--- config.mk ---
export PLATFORM = sky130hd
export DESIGN_NAME = fetch_unit
export DESIGN_NICKNAME = d
export VERILOG_FILES = /design/src/rtl/fetch_unit.sv
export SDC_FILE = /design/constraint.sdc
export NUM_CORES = 1
export LEC_CHECK = 0
export BUFFER_PORTS_ARGS = -buffer_cell sky130_fd_sc_hd__buf_2
export CAP_MARGIN = 40
export CORE_MARGIN = 1
export CORE_UTILIZATION = 45
export DETAILED_ROUTE_END_ITERATION = 10
export PLACE_DENSITY = 0.86
export SETUP_SLACK_MARGIN = 0.02
export SYNTH_ARGS = -nofsm -noshare
export SYNTH_HDL_FRONTEND = slang
export SYNTH_SLANG_ARGS = --single-unit
--- constraint.sdc ---
create_clock -name Clk -period 1.6 [get_ports Clk]
set_clock_uncertainty 0.05 [all_clocks]
set_input_delay 0.16 -clock Clk [delete_from_list [all_inputs] [get_ports Clk]]
set_output_delay 0.16 -clock Clk [all_outputs]
set_load 0.03 [all_outputs]
--- src/rtl/fetch_unit.sv ---
// rtl/fetch_unit.sv - instruction fetch stage: PC, ROM address, branch redirect, Start/Ack launch (optional FETCH_CYCLE_CNT_EN cycle counter)
module fetch_unit #(
    parameter int              PW         = 10,
    parameter int              IW         = 9,
    parameter logic [IW-1:0]   HALT_OP    = 9'h1FF,
    parameter logic [PW-1:0]   START_ADDR = '0
) (
    input  logic          Clk,
    input  logic          Reset,
    input  logic          Start,
    input  logic          Stall,
    input  logic          BranchEn,
    input  logic [PW-1:0] Target,
    input  logic [IW-1:0] InstIn,
    output logic [PW-1:0] InstAddr,
    output logic [IW-1:0] Inst,
    output logic          InstValid,
`ifdef FETCH_CYCLE_CNT_EN
    output logic [15:0]   CycleCnt,
`endif
    output logic          Ack
);

    localparam logic [1:0] ST_IDLE = 2'd0;
    localparam logic [1:0] ST_RUN  = 2'd1;
    localparam logic [1:0] ST_HALT = 2'd2;

    localparam logic [PW-1:0] PC_ONE = {{(PW-1){1'b0}}, 1'b1};

    logic [1:0]    state_q, state_d;
    logic [PW-1:0] pc_q, pc_d;
    logic [IW-1:0] inst_q, inst_d;
    logic          valid_q, valid_d;
    logic          ack_q, ack_d;

    // Next-state: Start overrides everything; in RUN a stall freezes the
    // stage, a valid HALT_OP wins over a branch, and a taken branch
    // squashes the word fetched in the same cycle.
    always_comb begin
        state_d = state_q;
        pc_d    = pc_q;
        inst_d  = inst_q;
        valid_d = valid_q;
        ack_d   = ack_q;
        if (Start) begin
            state_d = ST_IDLE;
            pc_d    = START_ADDR;
            valid_d = 1'b0;
            ack_d   = 1'b0;
        end else begin
            case (state_q)
                ST_IDLE: begin
                    state_d = ST_RUN;
                    inst_d  = InstIn;
                    valid_d = 1'b1;
                    pc_d    = START_ADDR + PC_ONE;
                end
                ST_RUN: begin
                    if (!Stall) begin
                        if (valid_q && (inst_q == HALT_OP)) begin
                            state_d = ST_HALT;
                            ack_d   = 1'b1;
                            valid_d = 1'b0;
                        end else if (valid_q && BranchEn) begin
                            pc_d    = Target;
                            inst_d  = '0;
                            valid_d = 1'b0;
                        end else begin
                            inst_d  = InstIn;
                            valid_d = 1'b1;
                            pc_d    = pc_q + PC_ONE;
                        end
                    end
                end
                default: begin
                    state_d = ST_HALT;
                end
            endcase
        end
    end

    // Stage registers with asynchronous reset to the pre-launch state.
    always_ff @(posedge Clk or posedge Reset) begin
        if (Reset) begin
            state_q <= ST_IDLE;
            pc_q    <= START_ADDR;
            inst_q  <= '0;
            valid_q <= 1'b0;
            ack_q   <= 1'b0;
        end else begin
            state_q <= state_d;
            pc_q    <= pc_d;
            inst_q  <= inst_d;
            valid_q <= valid_d;
            ack_q   <= ack_d;
        end
    end

    assign InstAddr  = pc_q;
    assign Inst      = inst_q;
    assign InstValid = valid_q;
    assign Ack       = ack_q;

`ifdef FETCH_CYCLE_CNT_EN
    logic [15:0] cnt_q, cnt_d;

    // Counts every RUN cycle (stalls and bubbles included), saturating.
    always_comb begin
        cnt_d = cnt_q;
        if (Start) begin
            cnt_d = '0;
        end else if ((state_q == ST_RUN) && (cnt_q != 16'hFFFF)) begin
            cnt_d = cnt_q + 16'd1;
        end
    end

    // Counter register, cleared with the rest of the stage.
    always_ff @(posedge Clk or posedge Reset) begin
        if (Reset) begin
            cnt_q <= '0;
        end else begin
            cnt_q <= cnt_d;
        end
    end

    assign CycleCnt = cnt_q;
`endif

endmodule

Yosys cells after proc, flatten, opt, wreduce, memory -nomap -nowiden:

Cells that the tools add are included.

* add/sub/neg operators: 1
* eq/ne operators: 8
* mux-type cells: 22
* bitwise operators: 1
* reductions and logical operators: 12

Operators by type and width (number)
* $mux W10: 4
* $mux W9: 3
* $pmux W10 S2: 1
* $pmux W9 S2: 1
* $add A10 B1 Y10 const B: 1
* $eq A9 B9 Y1 const B: 1
* $ne A3 B3 Y1 const B: 3
* $mux W1: 8
* $mux W2: 3
* $ne A2 B2 Y1 const B: 3
* $reduce_and A3 Y1: 2
* $reduce_bool A2 Y1: 3
* $pmux W2 S2: 1
* $reduce_and A2 Y1: 2
* $reduce_and A4 Y1: 1
* $reduce_bool A3 Y1: 1
* $eq A2 B1 Y1 const B: 1
* $logic_and A1 B1 Y1: 2
* $logic_not A2 Y1: 1
* $pmux W1 S2: 1
* $not A1 Y1: 1

* register bits after elaboration: 23
* input port bits: 24
* output and inout bits: 21
* word-level logic and storage cells: 49

Longest topological paths before layout:

* word-level depth: 6
* gate-level depth with buffers: 6
* mapped depth without buffers: 5

Worst setup path after synthesis:

Ideal clock, no wire load.

* path kind: flip-flop to flip-flop
* start point: register inst_q[5], in the netlist Inst[5]
* end point: register pc_q[1], in the netlist InstAddr[1]
* library setup time: 125 ps
* arrival: 1651 ps
* path slack: -226 ps
* cell stages (with the launch flop): 6
* period minus slack after synthesis: 1826 ps
* path through: dfrtp_1 > nand4_1 > nor3_1 > o31a_2 > buf_6 > mux2_2

* word-level cells in the longest chain between the ends: 4

Ends and longest elaborated chain
* from (decl): line 32 `logic [IW-1:0] inst_q, inst_d;`
* from (signal assigned): line 93 `inst_q <= inst_d;`
* $eq A9 B9 Y1: line 60 `if (valid_q && (inst_q == HALT_OP)) begin`
* $logic_and A1 B1 Y1: line 60
* $ne A3 B3 Y1 (no line)
* $reduce_and A3 Y1 (no line)
* to (signal assigned): line 92 `pc_q <= pc_d;`
* to (decl): line 31 `logic [PW-1:0] pc_q, pc_d;`

Every way passes these cells.
A chain may end at the register's enable or synchronous reset.

Final worst setup path:

* start point: register pc_q[1], in the netlist InstAddr[1]
* end point: register pc_q[8], in the netlist InstAddr[8]

* word-level cells in the longest chain between the ends: 6

Ends and longest elaborated chain
* $add A10 B1 Y10: line 71 `pc_d = pc_q + PC_ONE;`
* $mux W10: line 64 `end else if (valid_q && BranchEn) begin`
* $mux W10: line 60
* $mux W10: line 59 `if (!Stall) begin`
* $pmux W10 S2: line 51 `case (state_q)`
* $mux W10: line 45 `if (Start) begin`

Every way passes these cells. The select of a mux whose other input is x is not followed.

==> results.tsv <==
stage	metric	value	unit
run_status	status	finished with violations	
run_status	violations	design-rule violations	
floorplanning	core_area	2810	um^2
sta	maxSlewHeadroom	0.759	
finish	layout_common_cells	44 x buf_2, 21 x nand2_1, 17 x dfrtp_2	
power_and_ir_drop	p_leak	0.926	nW
route	num_vias	1324	
clock_network	root_buffer	clkbuf_4	
finish	syn_to_final_growth	35.5	%
clock_network	htreeDepth	1	
grt	track_usage	0.226	
sta	timing.final.crit_share	0.974	
finish	mostFrequentLayoutCell	buf_2	
finish	finalNetCount	228	
clock_network	cts_tree	done	
sta	rsz0062_at_grt	true	
yosys	yosys.cell_types.count	40	
grt	grt_pass1_wl	5.71	mm
placement	port_buffers	44	
sta	fin_crit	1.56	ns
power_and_ir_drop	finalPower	1.35	mW
run	maxCapViolCount	0	
critical_path	cp.arrival	1.77	ns
finish	antenna_cells	0	
floorplanning	initial_core_util	0.483	
yosys	syn_nets	167	
route	wl_per_cell	15.1	um
sta	worst_pin_slew	0.356	ns
yosys	syn_area	1360	um^2
route	routed_wirelength	3.52	mm
power_and_ir_drop	cellPowerDensity	735	nW/um^2
route	antenna_left	0	
finish	nFillCells	228	
floorplanning	io_pins	45	
critical_path	crit_family	simple AND/OR/NAND/NOR gates	
floorplanning	die_w	56.9	um
route	dr.pass1.iters	7	
yosys	seq_area_frac_synth	0.424	
floorplanning	die_height	56.9	um
finish	drive_gt1_frac	0.485	
finish	register_area	597	um^2
clock_network	cts.path.max_buffers	2	
floorplanning	rows	19	
power_and_ir_drop	ir_drop	0.557	mV
finish	fin_area	1840	um^2
clock_network	cts_inserted_buffers	3	
critical_path	cpMaxStageDelayCell	or4_1	
grt	grt_overflow	0	
yosys	synthCells	142	
critical_path	cp-start-kind	flop	
sta	slew_viol_final	0	
sta	setup_viol	0	
route	drc	6	
grt	antenna_found_initial	0	
finish	multi_input_area	753	um^2
finish	stdcell_count	233	
route	first_iter_violations	63	
critical_path	path_class	flop to flop	
grt	grt_max_degree	24	
grt	grt_pass1_vias	1344	
floorplanning	die_area	3240	um^2
clock_network	clk_pin_slew	0.13	ns
placement	hpwl	2.51	mm
placement	gp_congestion	0.778	
yosys	yosysWarnings	0	
clock_network	cts_sinks	23	
clock_network	clk-insertion-delay-late	0.32	ns
critical_path	worst-path-buf-inv	0	
yosys	synth-seq-cells	23	
placement	dp_cells	218	
worst_hold_path	hold_path_class	input port to flop	
sta	hold_slack	0.0119	ns
critical_path	max_stage_delay	0.51	ns
critical_path	cp_cell_sequence	ha_4 > nand3_4 > or4_1 > a31oi_1 > a21o_1	
placement	dpl_cell_area	1680	um^2
sta	timing.fmax	642	MHz
critical_path	critical_path_peak_fanout	6	
sta	hold_violations	0	
route	vias_per_cell	5.68	
critical_path	worstPathRequired	1.81	ns
yosys	syn_avg_cell_area	9.55	um^2
critical_path	worstSetupEndpointType	flop	
sequential cells by signal, indices dropped and copies added, names as in the netlist:
signal     cells
Inst           9
InstAddr      10
Ack            1
state_q        2
InstValid      1
kinds of logic (layout without fill, tap and decap cells):
kind of cell | after synthesis | after routing | synth area share
compound gates | 34 | 34 | 0.186
fa+ha+maj | 1 | 1 | 0.00922
buf+inv | 19 | 79 | 0.0775
flops | 23 | 23 | 0.424
simple gates | 54 | 54 | 0.220
mux | 11 | 11 | 0.0821
cell usage after synthesis:
master | number | area share
nand2b_1 | 1 | 0.0046
nand4_1 | 3 | 0.014
a211o_1 | 2 | 0.013
a21oi_1 | 6 | 0.022
nor4b_2 | 1 | 0.011
nor2b_1 | 1 | 0.0046
a32oi_1 | 1 | 0.0065
buf_2 | 1 | 0.0037
inv_1 | 12 | 0.033
ha_1 | 1 | 0.0092
clkbuf_1 | 1 | 0.0028
nor3b_1 | 2 | 0.011
a21o_1 | 7 | 0.039
nand4_2 | 1 | 0.0092
o31ai_4 | 1 | 0.016
a31oi_1 | 7 | 0.032
buf_6 | 3 | 0.025
nand2_1 | 22 | 0.061
nor3_1 | 2 | 0.0074
or3_2 | 2 | 0.011
mux2i_1 | 10 | 0.074
and2_4 | 1 | 0.0065
a311oi_1 | 1 | 0.0065
and4_1 | 2 | 0.013
o31ai_1 | 1 | 0.0055
o211ai_1 | 2 | 0.011
o21ai_0 | 1 | 0.0037
clkbuf_8 | 1 | 0.010
o311ai_0 | 1 | 0.0065
o31a_2 | 1 | 0.0074
nor2_1 | 4 | 0.011
nand3_1 | 5 | 0.018
a211oi_1 | 2 | 0.011
nand3b_1 | 3 | 0.017
nand2_2 | 1 | 0.0046
or4_1 | 3 | 0.017
dfrtp_1 | 23 | 0.42
buf_1 | 1 | 0.0028
a22o_1 | 1 | 0.0065
mux2_2 | 1 | 0.0083
tightest hold or removal path, cell delays in order:
cell     delay, ns
buf_2         0.09
nand2_1       0.05
mux2i_1       0.06
worst paths after layout:
path	from	endpoint	slack, ns	cells after the start
min in group asynchronous	Reset	InstAddr[7]	0.35	4
worst min register to register	Ack	Ack	0.46	2
worst max register to register	InstAddr[1]	InstAddr[8]	0.04	5
max in group asynchronous	Reset	InstValid	0.89	4
worst max-delay path	InstAddr[1]	InstAddr[8]	0.04	5
worst min-delay path	InstIn[3]	Inst[3]	0.01	3
area by class of cell:
class	instances	share of cell area
Timing Repair Buffer	63	0.205
Sequential cell	23	0.325
Multi-Input combinational cell	100	0.410
Tap cell	31	0.0211
Inverter	12	0.0245
Clock buffer	3	0.0123
Clock inverter	1	0.00272
metrics by stage:
stage / util / setup slack [ns] / setup TNS, ns
final: 0.655 / 0.0416 / 0
after global routing: 0.655 / -0.0289 / -0.127
after CTS: 0.624 / 0.0237 / 0
after detailed placement: 0.598 / 0.00309 / 0
after global placement: 0.598 / 0.0604 / 0
after floorplan: - / -0.0241 / -0.0346
repair_timing:
item                                   in CTS  in global routing
resized for setup                           4                  8
setup buffers                               2                  8
setup endpoints to repair                  10                 19
pin swaps                                   2                  5
hold buffers                                1                  0
endpoints found under the hold margin      23                  0
metal layers:
layer  wire (um)  global-route usage
met2        1860               0.420
met5           0                   0
met4          66               0.125
met1        1420               0.247
met3         170              0.0253
where the power goes:
group	switching [mW]	internal (mW)
combinational	0.236	0.159
clock	0.176	0.0935
sequential	0.0525	0.635
total	0.464	0.888
No activity file was read; power rests on OpenSTA's default activity.
